### src/rtl/mw_writeback_stage.sv
// MEM->WB pipeline register with load-data extension and GRF write-port drive.
// Optional MW_EXC_KILL_EN: suppress the GPR write of instructions captured with a nonzero exccode_M.
module mw_writeback_stage #(
    parameter logic [31:0] DEV_LO = 32'h0000_7f00,
    parameter logic [31:0] DEV_HI = 32'h0000_7f1b,
    parameter logic [31:0] PC_RST = 32'h0000_3000
) (
    input  logic        clk,
    input  logic        reset,
    input  logic        flush,
    input  logic [31:0] PC_M,
    input  logic [31:0] IR_M,
    input  logic [31:0] ALU_M,
    input  logic [31:0] dm_rd_M,
    input  logic [31:0] dev_rd_M,
    input  logic [31:0] cp0_rd_M,
    input  logic [4:0]  A3_M,
    input  logic        RegWE_M,
    input  logic [1:0]  WDSel_M,
    input  logic [4:0]  exccode_M,
    output logic [31:0] PC_W,
    output logic [31:0] IR_W,
    output logic [4:0]  A3_W,
    output logic [31:0] WD_W,
    output logic        RegWE_W,
    output logic [31:0] retire_cnt
);

    logic [31:0] ALU_W;
    logic [31:0] rd_W;
    logic [31:0] cp0_W;
    logic [1:0]  WDSel_W;
    logic [31:0] rd_sel_M;
    logic        we_cap_M;
    logic [31:0] load_W;

    // Byte/half/word select with sign or zero extension; low address bits are trusted as given.
    function automatic logic [31:0] load_extend(input logic [5:0] op, input logic [1:0] lo,
                                                input logic [31:0] word);
        logic signed [7:0]  b;
        logic signed [15:0] h;
        logic signed [31:0] b_sx;
        logic signed [31:0] h_sx;
        b    = word[8*lo +: 8];
        h    = lo[1] ? word[31:16] : word[15:0];
        b_sx = b;
        h_sx = h;
        case (op)
            6'b100011: load_extend = word;
            6'b100001: load_extend = h_sx;
            6'b100101: load_extend = {16'h0000, h};
            6'b100000: load_extend = b_sx;
            6'b100100: load_extend = {24'h000000, b};
            default:   load_extend = word;
        endcase
    endfunction

    assign rd_sel_M = (ALU_M >= DEV_LO && ALU_M <= DEV_HI) ? dev_rd_M : dm_rd_M;

`ifdef MW_EXC_KILL_EN
    assign we_cap_M = RegWE_M && (exccode_M == 5'd0);
`else
    logic exc_unused;
    assign exc_unused = |exccode_M;
    assign we_cap_M   = RegWE_M;
`endif

    // M -> W boundary
    always_ff @(posedge clk) begin
        if (reset) begin
            PC_W       <= PC_RST;
            IR_W       <= 32'h0;
            A3_W       <= 5'd0;
            RegWE_W    <= 1'b0;
            retire_cnt <= 32'h0;
            ALU_W      <= 32'h0;
            rd_W       <= 32'h0;
            cp0_W      <= 32'h0;
            WDSel_W    <= 2'b00;
        end else begin
            PC_W    <= PC_M;
            ALU_W   <= ALU_M;
            rd_W    <= rd_sel_M;
            cp0_W   <= cp0_rd_M;
            WDSel_W <= WDSel_M;
            if (flush) begin
                IR_W    <= 32'h0;
                RegWE_W <= 1'b0;
                A3_W    <= 5'd0;
            end else begin
                IR_W    <= IR_M;
                RegWE_W <= we_cap_M;
                A3_W    <= we_cap_M ? A3_M : 5'd0;
                if (IR_M != 32'h0)
                    retire_cnt <= retire_cnt + 32'd1;
            end
        end
    end

    assign load_W = load_extend(IR_W[31:26], ALU_W[1:0], rd_W);

    always_comb begin
        WD_W = ALU_W;
        case (WDSel_W)
            2'b00: WD_W = ALU_W;
            2'b01: WD_W = load_W;
            2'b10: WD_W = PC_W + 32'd8;
            2'b11: WD_W = cp0_W;
            default: WD_W = ALU_W;
        endcase
    end

endmodule
### config.mk
export PLATFORM = sky130hd
export DESIGN_NAME = mw_writeback_stage
export DESIGN_NICKNAME = d
export VERILOG_FILES = /design/src/rtl/mw_writeback_stage.sv
export SDC_FILE = /design/constraint.sdc
export NUM_CORES = 1
export LEC_CHECK = 0
export BUFFER_PORTS_ARGS = -buffer_cell sky130_fd_sc_hd__buf_2
export CAP_MARGIN = 20
export CORE_UTILIZATION = 45
export DETAILED_ROUTE_END_ITERATION = 6
export MAX_ROUTING_LAYER = met4
export PLACE_DENSITY = 0.8
export SLEW_MARGIN = 10
export SYNTH_ARGS = -nofsm -noshare
export SYNTH_HDL_FRONTEND = slang
export SYNTH_SLANG_ARGS = --single-unit
### constraint.sdc
create_clock -name clk -period 5.7 [get_ports clk]
set_input_delay 0.285 -clock clk [delete_from_list [all_inputs] [get_ports clk]]
set_output_delay 0.285 -clock clk [all_outputs]
set_load 0.01 [all_outputs]
=== Word level (Yosys, flattened, before mapping) ===
Index checks and enable logic that the tools add are counted.

* Register bits after elaboration: 200
* Output and inout bits: 134
* Word-level logic and storage cells: 33

* $add $sub $neg: 2
* Magnitude comparators: 2
* Eq/ne operators: 7
* Shifts and indexed selects: 1
* Multiplexer cells: 4
* Bitwise operators: 2
* Reduce and logical (&&, ||, !) cells: 6

{| class="wikitable"
|+ Operator list
! kind !! number
|-
| $pmux 32 s4 || 2
|-
| $add 32x1->32 const B || 1
|-
| $add 32x4->32 const B || 1
|-
| $ge 32x15->1 const B || 1
|-
| $le 32x15->1 const B || 1
|-
| $mux 32 || 1
|-
| $reduce_bool 32->1 || 1
|-
| $shiftx 32x6->8 || 1
|-
| $eq 6x6->1 const B || 4
|-
| $mux 16 || 1
|-
| $eq 2x2->1 const B || 2
|-
| $reduce_or 3->1 || 1
|-
| $eq 2x1->1 const B || 1
|-
| $logic_not 2->1 || 1
|-
| $not 1->1 || 2
|-
| $reduce_and 2->1 || 1
|-
| $reduce_or 2->1 || 1
|-
| $logic_and 1x1->1 || 1
|}

=== Logic depth before layout (Yosys ltp) ===
* Depth in word-level cells: 3
* Gate-level depth with buffers: 7
* Mapped depth without buffers: 6

=== Worst setup path before layout ===
No wires, ideal clock.

* Path kind: register -> output
* Start: register PC_W[3]
* End: output WD_W[19]
* Arrival time: 2.038 ns
* Data required time: 5.415 ns
* Slack: 3.377 ns
* Stages on the path, launching flop included: 7
* Path buffers: 0
* Cells stage by stage: dfxtp_1 > ha_1 > nand4_1 > or4_4 > or3_1 > a311oi_1 > a211o_2

* Word-level cells in the longest chain between the ends: 2

{| class="wikitable"
|+ Ends and longest elaborated chain
! what !! line !! RTL
|-
| from (decl) || 21 || <nowiki>output logic [31:0] PC_W,</nowiki>
|-
| from (signal assigned) || 71 || <nowiki>PC_W <= PC_RST;</nowiki>
|-
| from (signal assigned) || 81 || <nowiki>PC_W <= PC_M;</nowiki>
|-
| $add 32x4->32 || 107 || <nowiki>2'b10: WD_W = PC_W + 32'd8;</nowiki>
|-
| $pmux 32 s4 || 104 || <nowiki>case (WDSel_W)</nowiki>
|-
| to (decl) || 24 || <nowiki>output logic [31:0] WD_W,</nowiki>
|}

Every way passes these cells.

=== Worst setup path in the final report ===
* Start: register WDSel_W[0]
* End: output WD_W[22]

* Word-level cells in the longest chain between the ends: 2
* Elaborated cells on any way between the ends: 5
* Classes of those cells: eq/ne: 3; mux: 1; reduce/logical: 1

{| class="wikitable"
|+ Ends and longest elaborated chain
! what !! line !! RTL
|-
| from (decl) || 32 || <nowiki>logic [1:0] WDSel_W;</nowiki>
|-
| from (signal assigned) || 85 || <nowiki>WDSel_W <= WDSel_M;</nowiki>
|-
| $eq 2x2->1 (tied with other cells) || 104 ||
|-
| $pmux 32 s4 * || 104 ||
|}

Mark *: on every way between the ends. The rest lies on a longest branch, timed or not.

==> run summary <==
Starting Density - 45.9%
placed cell areas - 0.0104 sq mm
Antenna Nets Post-Route - 0
Pwr per Cell Area - 277 mW/mm^2
synthesized area per cell - 9.32 sq um
Total GRT Usage - 28.2%
asr flop ratio synth - 0%
Sw Share - 25.0%
distinct cell type count after synthesis - 66
most common cell after layout, fill and taps aside - buf_2
max incr delay on CP - 580 ps
critical path class - flop to output pin
Post-Syn Nets - 1,131
Final GP Congestion - 0.929
Seq pwr share - 49.4%
max-slew violations - 0
skew final - 9.11 ps
Seq/Total Area, Yosys - 46.6%
Primary FF master, synth - dfxtp_1
Clock Power Share - 39.4%
WL final - 27.2 mm
Synth Cell Area - 0.00858 sq mm
Setup TNS - 0 ps
row count - 50
slew margin rel. - 37.4%
endpoints failing setup - 0
synthesized flop and latch total - 200
clock sinks - 200
R2R Setup Slk - 3460 ps
first-pass GRT wire length - 40.9 mm
worst path cell trace - buf_4 -> inv_1 -> nor2_1 -> o21ai_1 -> o21ai_0 -> o21bai_1 -> buf_2
Port Buf Inserts - 336
post-cts hold buffer count - 0
Die Ht - 140 um
Critical Path Start Type - flop
VDD IR max - 0.000201 V
worst min path class - input port to flop
worst slew pin tran - 935 ps
Hold Slack - 41.3 ps
Root Driver - clkbuf_16
initial antenna violation count - 6
Post-CTS Setup Inserts - 0
detailed placement HPWL - 20.6 mm
NetSw - 0.761 mW
Critical Path AT - 3120 ps
Final period util - 59.8%
final net count - 1,441
Synth Warn # - 0
CTS tree - yes
hold_sp - PC_M[12]
CP Launch Point - WDSel_W[0]
CTS resizes - 0
Crit Path Max Fanout - 25
final instance area - 0.0110 sq mm
DRC errors left - 0
vias - 8,176
Area Growth Syn to Fin - 28.1%
full die area - 0.0196 sq mm
DR pass1 iterations - 5
outcome - finished, final reports clean
Core Area - 0.0187 sq mm
final hold violation count - 0
Post-synth EDFFs - 0
Post-Syn Instances - 921
most frequent cells in the layout - buf_2 (336), dfxtp_1 (200), nor2b_1 (101), nor2_1 (97), nand2_1 (49)
fraction of layout cells with a size suffix above 1 - 32.1%
vias in the first global route - 7,604
reg2reg start - retire_cnt[3]
P_leak - 4.80 nW
H-tree depth - 4
largest net degree at the start of global routing - 84
Final min period - 3410 ps
RSZ-0062 raised after global routing - no
clk buf depth - 2
grt ovf - 0
worst-skew pair later-pin latency - 430 ps
Iter 0 DRT Violations - 428
Worst EP required - 5410 ps
Fmax - 293 MHz
vias per cell - 5.51
wire per inst - 18.3 um
IO Count - 342
Worst-path clk slew - 70 ps
Die X - 140 um
max-cap violation count - 0
P_int - 2.28 mW
Combinational Power Share - 11.3%
total CTS buffers - 17
Slowest cell on crit path - nor2_1
CP Capture Type - output pin
## layer usage
metal	GRT usage [%]	wire length, um	vias to the layer above
met4	13.8	1180	0
met3	6.63	2190	74
li1	-	-	3886
met5	-	0	-
met1	32.8	11000	3800
met2	45.8	12800	416
## path summary, 6_finish.rpt
kind | to | depth (start not counted)
max reg2reg | retire_cnt[26] | 5
min reg2reg | retire_cnt[29] | 2
max | WD_W[22] | 7
min | PC_W[12] | 2
## power groups by stage
stage | registers [mW] | logic (mW) | clock network, mW
2_1_floorplan | 1.53 | 0.169 | 0
3_3_place_gp | 1.53 | 0.337 | 0
3_5_place_dp | 1.53 | 0.341 | 0
4_1_cts | 1.50 | 0.342 | 1.22
5_1_grt | 1.51 | 0.375 | 1.27
6_report | 1.50 | 0.343 | 1.20
## cell usage after synthesis (11+ instances only)
library cell / count / area [sq um]
dfxtp_1: 200 / 4000
nor2b_1: 101 / 632
nor2_1: 97 / 364
nand2_1: 49 / 184
mux2i_1: 44 / 440
clkbuf_1: 38 / 143
and2_1: 37 / 231
o21ai_0: 30 / 150
nand3_1: 24 / 120
xor2_1: 23 / 201
a21oi_1: 22 / 110
and3_1: 19 / 119
nor4_1: 19 / 119
inv_1: 17 / 63.8
nand4_1: 17 / 106
o211ai_1: 16 / 120
o221ai_1: 14 / 123
or4_1: 12 / 90.1
buf_2: 11 / 55.1
## worst max-delay path: cells and delay by family, from the launching register on
family	cells	cell delay (ps)
flip-flops	1	310
AO/OA/AOI/OAI	3	960
AND/OR/NAND/NOR	1	580
buffers and inverters	3	830
## stage by stage
step                cells  util, %  total power [mW]  worst slack [ps]
finish               1484     58.8              3.04              2290
global route         1484     58.8              3.16              2100
CTS                  1476     58.6              3.06              2330
detailed placement   1444     55.6              1.88              2670
global placement     1443     55.5              1.87              2670
floorplan             921        -              1.70              3380
## kinds of logic (layout without fill, tap and decap cells)
kind of cell | count (synthesis) | in the layout | share of synthesized area (%)
buffers and inverters | 72 | 395 | 3.66
muxes | 54 | 54 | 7.49
adders and majority gates | 2 | 2 | 0.291
and+or+nand+nor | 415 | 415 | 26.7
other | 0 | 6 | 0
xor gates and xnor gates | 33 | 33 | 3.37
AOI/OAI and AO/OA | 145 | 145 | 11.9
DFF | 200 | 200 | 46.6
## state kept, by name, indices dropped and copies added, names as in the netlist
| name | flops |
|---|---|
| ALU_W | 32 |
| IR_W | 32 |
| PC_W | 32 |
| cp0_W | 32 |
| rd_W | 32 |
| retire_cnt | 32 |
| A3_W | 5 |
| WDSel_W | 2 |
| RegWE_W | 1 |
## cell type report
cell class	instances	area, sq um
antenna	6	15.0
clock buffer	23	458
clock inverter	9	115
fill	1675	7710
inverter	17	63.8
multi-input combinational	649	4280
sequential	200	4000
tap	234	293
timing repair buffer	346	1760
Note: power is estimated with default switching activity, not from simulation.
